--- src/rtl/kalman_pkg.sv ---
// kalman_pkg: shared defaults, FSM state type and width helpers for the gain divider
package kalman_pkg;
  localparam int KG_DATA_W = 23;
  localparam int KG_FRAC_W = 13;
  localparam int KG_GAIN_W = 13;
  localparam int KG_N_CH = 2;
  typedef enum logic [1:0] {IDLE, DIV, STORE, DONE} kg_state_t;
  function automatic int kg_q_w(input int dw, input int fw);
    return dw + fw;
  endfunction
  function automatic int kg_cnt_w(input int dw, input int fw);
    return $clog2(dw + fw + 1);
  endfunction
endpackage

--- src/rtl/kalman_div_step.sv ---
// kalman_div_step: one radix-2 restoring division iteration
module kalman_div_step #(
  parameter int DATA_W = 23
) (
  input  logic [DATA_W:0]   rem,
  input  logic              dmsb,
  input  logic [DATA_W-1:0] div,
  output logic [DATA_W:0]   rem_nxt,
  output logic              qbit
);
  logic [DATA_W:0] t;
  always_comb begin
    t = {rem[DATA_W-1:0], dmsb};
    qbit = rem[DATA_W] | (t >= {1'b0, div});
    rem_nxt = qbit ? t - {1'b0, div} : t;
  end
endmodule

--- src/rtl/kalman_gain_div.sv ---
// kalman_gain_div: time-multiplexed saturating Kalman gain divider K[i] = floor(P[i]*2^FRAC_W / S)
module kalman_gain_div
  import kalman_pkg::*;
#(
  parameter int DATA_W = KG_DATA_W,
  parameter int FRAC_W = KG_FRAC_W,
  parameter int GAIN_W = KG_GAIN_W,
  parameter int N_CH = KG_N_CH
) (
  input  logic                     clk,
  input  logic                     n_rst,
  input  logic                     start,
  input  logic [DATA_W-1:0]        s_in,
  input  logic [N_CH*DATA_W-1:0]   p_in,
  output logic                     busy,
  output logic                     done,
  output logic [N_CH*GAIN_W-1:0]   k_out,
  output logic [N_CH-1:0]          sat,
  output logic                     div_zero
);
  localparam int Q_W = kg_q_w(DATA_W, FRAC_W);
  localparam int CNT_W = kg_cnt_w(DATA_W, FRAC_W);
  localparam int CH_W = N_CH > 1 ? $clog2(N_CH) : 1;
  kg_state_t state;
  logic [CH_W-1:0] ch, ch_n;
  logic [CNT_W-1:0] cnt;
  logic [DATA_W-1:0] s_r;
  logic [N_CH*DATA_W-1:0] p_r;
  logic [Q_W-1:0] dvd, quo;
  logic [DATA_W:0] rem, rem_nxt;
  logic qbit, s_zero, q_sat;
  logic [GAIN_W-1:0] k_new;
  logic [N_CH*GAIN_W-1:0] sh_k, sh_k_nxt;
  logic [N_CH-1:0] sh_sat, sh_sat_nxt;
  kalman_div_step #(.DATA_W(DATA_W)) u_step (
    .rem(rem),
    .dmsb(dvd[Q_W-1]),
    .div(s_r),
    .rem_nxt(rem_nxt),
    .qbit(qbit)
  );
  always_comb begin
    ch_n = ch + CH_W'(1);
    s_zero = s_r == '0;
    q_sat = |quo[Q_W-1:GAIN_W];
    k_new = (s_zero || q_sat) ? '1 : quo[GAIN_W-1:0];
    sh_k_nxt = sh_k;
    sh_k_nxt[ch*GAIN_W +: GAIN_W] = k_new;
    sh_sat_nxt = sh_sat;
    sh_sat_nxt[ch] = q_sat && !s_zero;
  end
  always_ff @(posedge clk) begin
    if (!n_rst) begin
      state <= IDLE;
      ch <= '0;
      cnt <= '0;
      s_r <= '0;
      p_r <= '0;
      dvd <= '0;
      quo <= '0;
      rem <= '0;
      sh_k <= '0;
      sh_sat <= '0;
      busy <= 1'b0;
      done <= 1'b0;
      k_out <= '0;
      sat <= '0;
      div_zero <= 1'b0;
    end else begin
      case (state)
        IDLE: if (start) begin
          s_r <= s_in;
          p_r <= p_in;
          ch <= '0;
          cnt <= '0;
          rem <= '0;
          quo <= '0;
          dvd <= {p_in[DATA_W-1:0], {FRAC_W{1'b0}}};
          busy <= 1'b1;
          state <= DIV;
        end
        DIV: begin
          dvd <= dvd << 1;
          rem <= rem_nxt;
          quo <= {quo[Q_W-2:0], qbit};
          cnt <= cnt + CNT_W'(1);
          if (cnt == CNT_W'(Q_W - 1)) state <= STORE;
        end
        STORE: begin
          sh_k <= sh_k_nxt;
          sh_sat <= sh_sat_nxt;
          cnt <= '0;
          rem <= '0;
          // last channel publishes straight from the next-shadow value so all outputs flip in one edge
          if (ch == CH_W'(N_CH - 1)) begin
            k_out <= sh_k_nxt;
            sat <= sh_sat_nxt;
            div_zero <= s_zero;
            done <= 1'b1;
            state <= DONE;
          end else begin
            ch <= ch_n;
            dvd <= {p_r[ch_n*DATA_W +: DATA_W], {FRAC_W{1'b0}}};
            state <= DIV;
          end
        end
        DONE: begin
          done <= 1'b0;
          busy <= 1'b0;
          state <= IDLE;
        end
        default: state <= IDLE;
      endcase
    end
  end
endmodule

--- config.mk ---
export PLATFORM = sky130hd
export DESIGN_NAME = kalman_gain_div
export DESIGN_NICKNAME = d
export VERILOG_FILES = /design/src/rtl/kalman_pkg.sv /design/src/rtl/kalman_div_step.sv /design/src/rtl/kalman_gain_div.sv
export SDC_FILE = /design/constraint.sdc
export NUM_CORES = 1
export LEC_CHECK = 0
export CAP_MARGIN = 20
export CORE_MARGIN = 4
export CORE_UTILIZATION = 60
export DETAILED_ROUTE_END_ITERATION = 12
export HOLD_SLACK_MARGIN = 0.08
export PLACE_DENSITY = 0.84
export SYNTH_ARGS = -nofsm -noshare
export SYNTH_HDL_FRONTEND = slang
export SYNTH_SLANG_ARGS = --single-unit
--- constraint.sdc ---
create_clock -name clk -period 5 [get_ports clk]
set_clock_uncertainty 0.1 [all_clocks]
set_input_delay 1 -clock clk [delete_from_list [all_inputs] [get_ports clk]]
set_output_delay 1 -clock clk [all_outputs]
set_load 0.02 [all_outputs]
==> results.tsv <==
stage	metric	value	unit
clock_tree	numClockSinks	184	
drt	vias	7522	
placement	gp_congestion	0.882	
sta	fmax	287	MHz
clock_tree	path_clk_slew	0.07	ns
die	start_util	61.7	%
critical_path	arrival	3.69	ns
worst_hold_path	hold_path.class	reg2reg	
critical_path	cp_max_fo	22	
clock_tree	htree_num_levels	4	
clock_tree	cts.repair.resized	0	
logic_synthesis	ys_seq_area_share	42.7	%
worst_hold_path	holdCritStartpoint	rem[23]	
drt	drt-vias-per-instance	5.78	
critical_path	crit_cells	10	
logic_synthesis	syn_nets	1150	
placement	post-place-cells	1269	
critical_path	r2r_start	s_r[15]	
logic_synthesis	synth-async-reset-ratio	0	%
global_route	overflow	0	
critical_path	crit_type	reg2reg	
logic_synthesis	yosysMostFrequentCell	dfxtp_1	
layout	num-fill-cells	1081	
logic_synthesis	synth_edf_count	0	
die	io_pins	103	
clock_tree	clock_latency	0.44	ns
sta	rsz0062_at_grt	no	
layout	drive_gt1_share	4.55	%
layout	nets	1209	
run_status	status	completed	
placement	postPlaceCellArea	9680	um^2
sta	tightest_slew	1.05	ns
global_route	grt_pass1_vias	7252	
drt	drt_pass1_iterations	6	
global_route	antenna_found_initial	0	
critical_path	cp_slowest_cell	a31oi_4	
global_route	met1_usage	34.0	%
logic_synthesis	yosysWarnings	0	
critical_path	cp-end-kind	register	
critical_path	crit_end	rem[18]	
clock_tree	cts_tree	done	
critical_path	path_cells	inv_1 -> ha_1 -> nand2_1 -> or4_1 -> o31ai_1 -> nor2_1 -> a31oi_4 -> nor2_1 -> a22oi_1 -> o21ai_0	
drt	wl_per_cell	15.6	um
clock_tree	clk_path_buf_depth	2	
critical_path	crit_top_cell	nor2_1	
critical_path	cp-startpoint	s_r[15]	
die	rows	43	
logic_synthesis	synth_top_area_share	42.7	%
logic_synthesis	yosys-top-cells-count	184 x dfxtp_1, 169 x nand2_1, 82 x nor2_1, 69 x clkbuf_1, 66 x a22oi_1	
clock_tree	cts_setup_buffers	0	
logic_synthesis	synth_cells	1049	
global_route	grt_max_degree	124	
logic_synthesis	ys.flop_type	dfxtp_1	
drt	drtAntennaViolNets	0	
sta	slew_violations	0	
sta	holdWs	0.348	ns
logic_synthesis	avgSynthCellArea	8.23	um^2
global_route	grtUsageTotal	25.4	%
flow_run	maxCapViolations	0	
sta	period_minus_slack	3.48	ns
drt	route.detailed.drc	0	
critical_path	cpPeakStageDelay	0.73	ns
critical_path	cp_data_required_time	5.21	ns
critical_path	r2r-end	rem[18]	
clock_tree	cts_buffers	17	
layout	antenna_cells	0	
pwr	p_per_area	536	nW/um^2
global_route	grtUsageMet3	5.04	%
global_route	busiest_layer	met2	
logic_synthesis	synth.largest_area_cell	dfxtp_1	
logic_synthesis	ys_seq_elements	184	
placement	portBuffers	102	
critical_path	rr_worst_depth	10	
placement	dp_hpwl	13.6	mm
clock_tree	root_buffer	clkbuf_16	
pwr	ir_drop	0.000340	V
critical_path	worst-path-buf-inv	1	
drt	drt_wl_total	20.4	mm
layout	finalNonFillerCells	1301	
sta	timing.setup.tns	0	ns
logic_synthesis	syn-cell-area	8630	um^2
die	die_area	16400	um^2
critical_path	cp-start-kind	register	
sta	fin_crit_sh	69.7	%
drt	drt-initial-drc-count	569	
pwr	leakagePower	3.79	nW
global_route	use_met2	41.8	%
critical_path	path_delay_family	compound AO/OA/AOI/OAI gates	
sta	relSlewSlack	30.0	%
die	die_w	128	um
critical_path	r2r_setup_slack	1.52	ns
die	fp.dieH	128	um
layout	fin_area	10300	um^2
logic_synthesis	yosys-top-cells-area	dfxtp_1 43%, nand2_1 7.3%, a22oi_1 5.7%	
sta	finalSetupViolations	0	
sta	finalHoldViolCount	0	
clock_tree	ctsHoldBuffers	0	
global_route	grt_pass1_wl	34.3	mm
logic_synthesis	yosysUniqueCellTypes	53	
layout	area_growth_syn_to_layout	19.1	%
die	core	14000	um^2
## logic make-up (layout without fill, tap and decap cells)
logic type               count (synthesis)  after routing  synth area share [%]
AND/OR/NAND/NOR                        383            383                  20.4
AO/OA/AOI/OAI                          312            312                  24.1
XOR/XNOR                                24             24                  2.44
flip-flops                             184            184                  42.7
buffers and inverters                  105            177                  4.71
adder cells (fa/ha/maj)                 29             29                  4.29
multiplexers                            12             12                  1.41
## worst min-delay path, delay by kind of cell (launching register included)
| kind | cells | cell delay (ns) |
|---|---|---|
| and+or+nand+nor | 1 | 0.05 |
| AOI/OAI and AO/OA | 1 | 0.05 |
| DFF | 1 | 0.31 |
## cell usage in the layout (no fill, tap or decap), types with 4 or more instances in the layout
cell and n:
xor2_1 12, nand2_1 169, a21oi_1 49, nor3_1 17, inv_8 4, a21boi_0 65
nand4_1 7, o21ai_0 55, and3_1 4, nor2_1 82, buf_4 12, ha_1 28
nand2b_1 7, xnor2_1 12, clkbuf_16 17, o31ai_1 4, clkdlybuf4s50_1 101, a211oi_1 25
a31oi_1 5, nor4_1 10, a22oi_1 66, nor2b_1 64, dfxtp_1 184, and2_1 9
mux2i_1 11, inv_1 32, a21o_1 8, o21ai_1 13, inv_6 5
## state kept, by name, indices dropped and copies added (netlist names)
| name | cells |
|---|---|
| done | 1 |
| s_r | 23 |
| k_out | 26 |
| dvd | 23 |
| ch | 1 |
| cnt | 6 |
| quo | 36 |
| rem | 24 |
| state | 2 |
| p_r | 24 |
| sh_k | 13 |
| busy | 1 |
| sh_sat | 1 |
| div_zero | 1 |
| sat | 2 |
## worst min path at each step
stage | slack (ns) | endpoint | cells past startpoint
6_report | 0.35 | rem[23] | 2
3_5_place_dp | 0.34 | rem[23] | 2
4_1_cts | 0.35 | rem[23] | 2
2_1_floorplan | 0.33 | rem[23] | 2
5_1_grt | 0.38 | k_out[9] | 2
3_3_place_gp | 0.34 | rem[23] | 2
## where the power goes
part           leakage [nW]  internal [mW]  switching (mW)
Sequential             1.50           1.70           0.152
Combinational          2.00          0.906            1.38
Clock                 0.292          0.739           0.632
## layer usage
layer	up-vias	routed length, um
li1	3744	-
met1	3567	9280
met2	181	9790
met3	30	941
met4	0	347
met5	-	0
## per-stage QoR
stage	total power [mW]	utilization, %	worst slack [ns]
final	5.51	73.5	1.52
after floorplan	3.65	-	2.33
after CTS	5.50	73.5	1.45
after detailed placement	4.13	69.2	1.52
after global placement	4.10	69.2	1.62
after global routing	5.88	73.5	1.21
## area by class of cell
| type | instances | area [um^2] | share of cell area (%) |
|---|---|---|---|
| tap | 180 | 225 | 2.19 |
| clock buffer | 19 | 453 | 4.41 |
| multi-input combinational | 760 | 4550 | 44.2 |
| clock inverter | 13 | 150 | 1.46 |
| sequential | 184 | 3680 | 35.8 |
| inverter | 32 | 120 | 1.17 |
| timing repair buffer | 113 | 1100 | 10.7 |
Power figures use the tool's default switching activity.
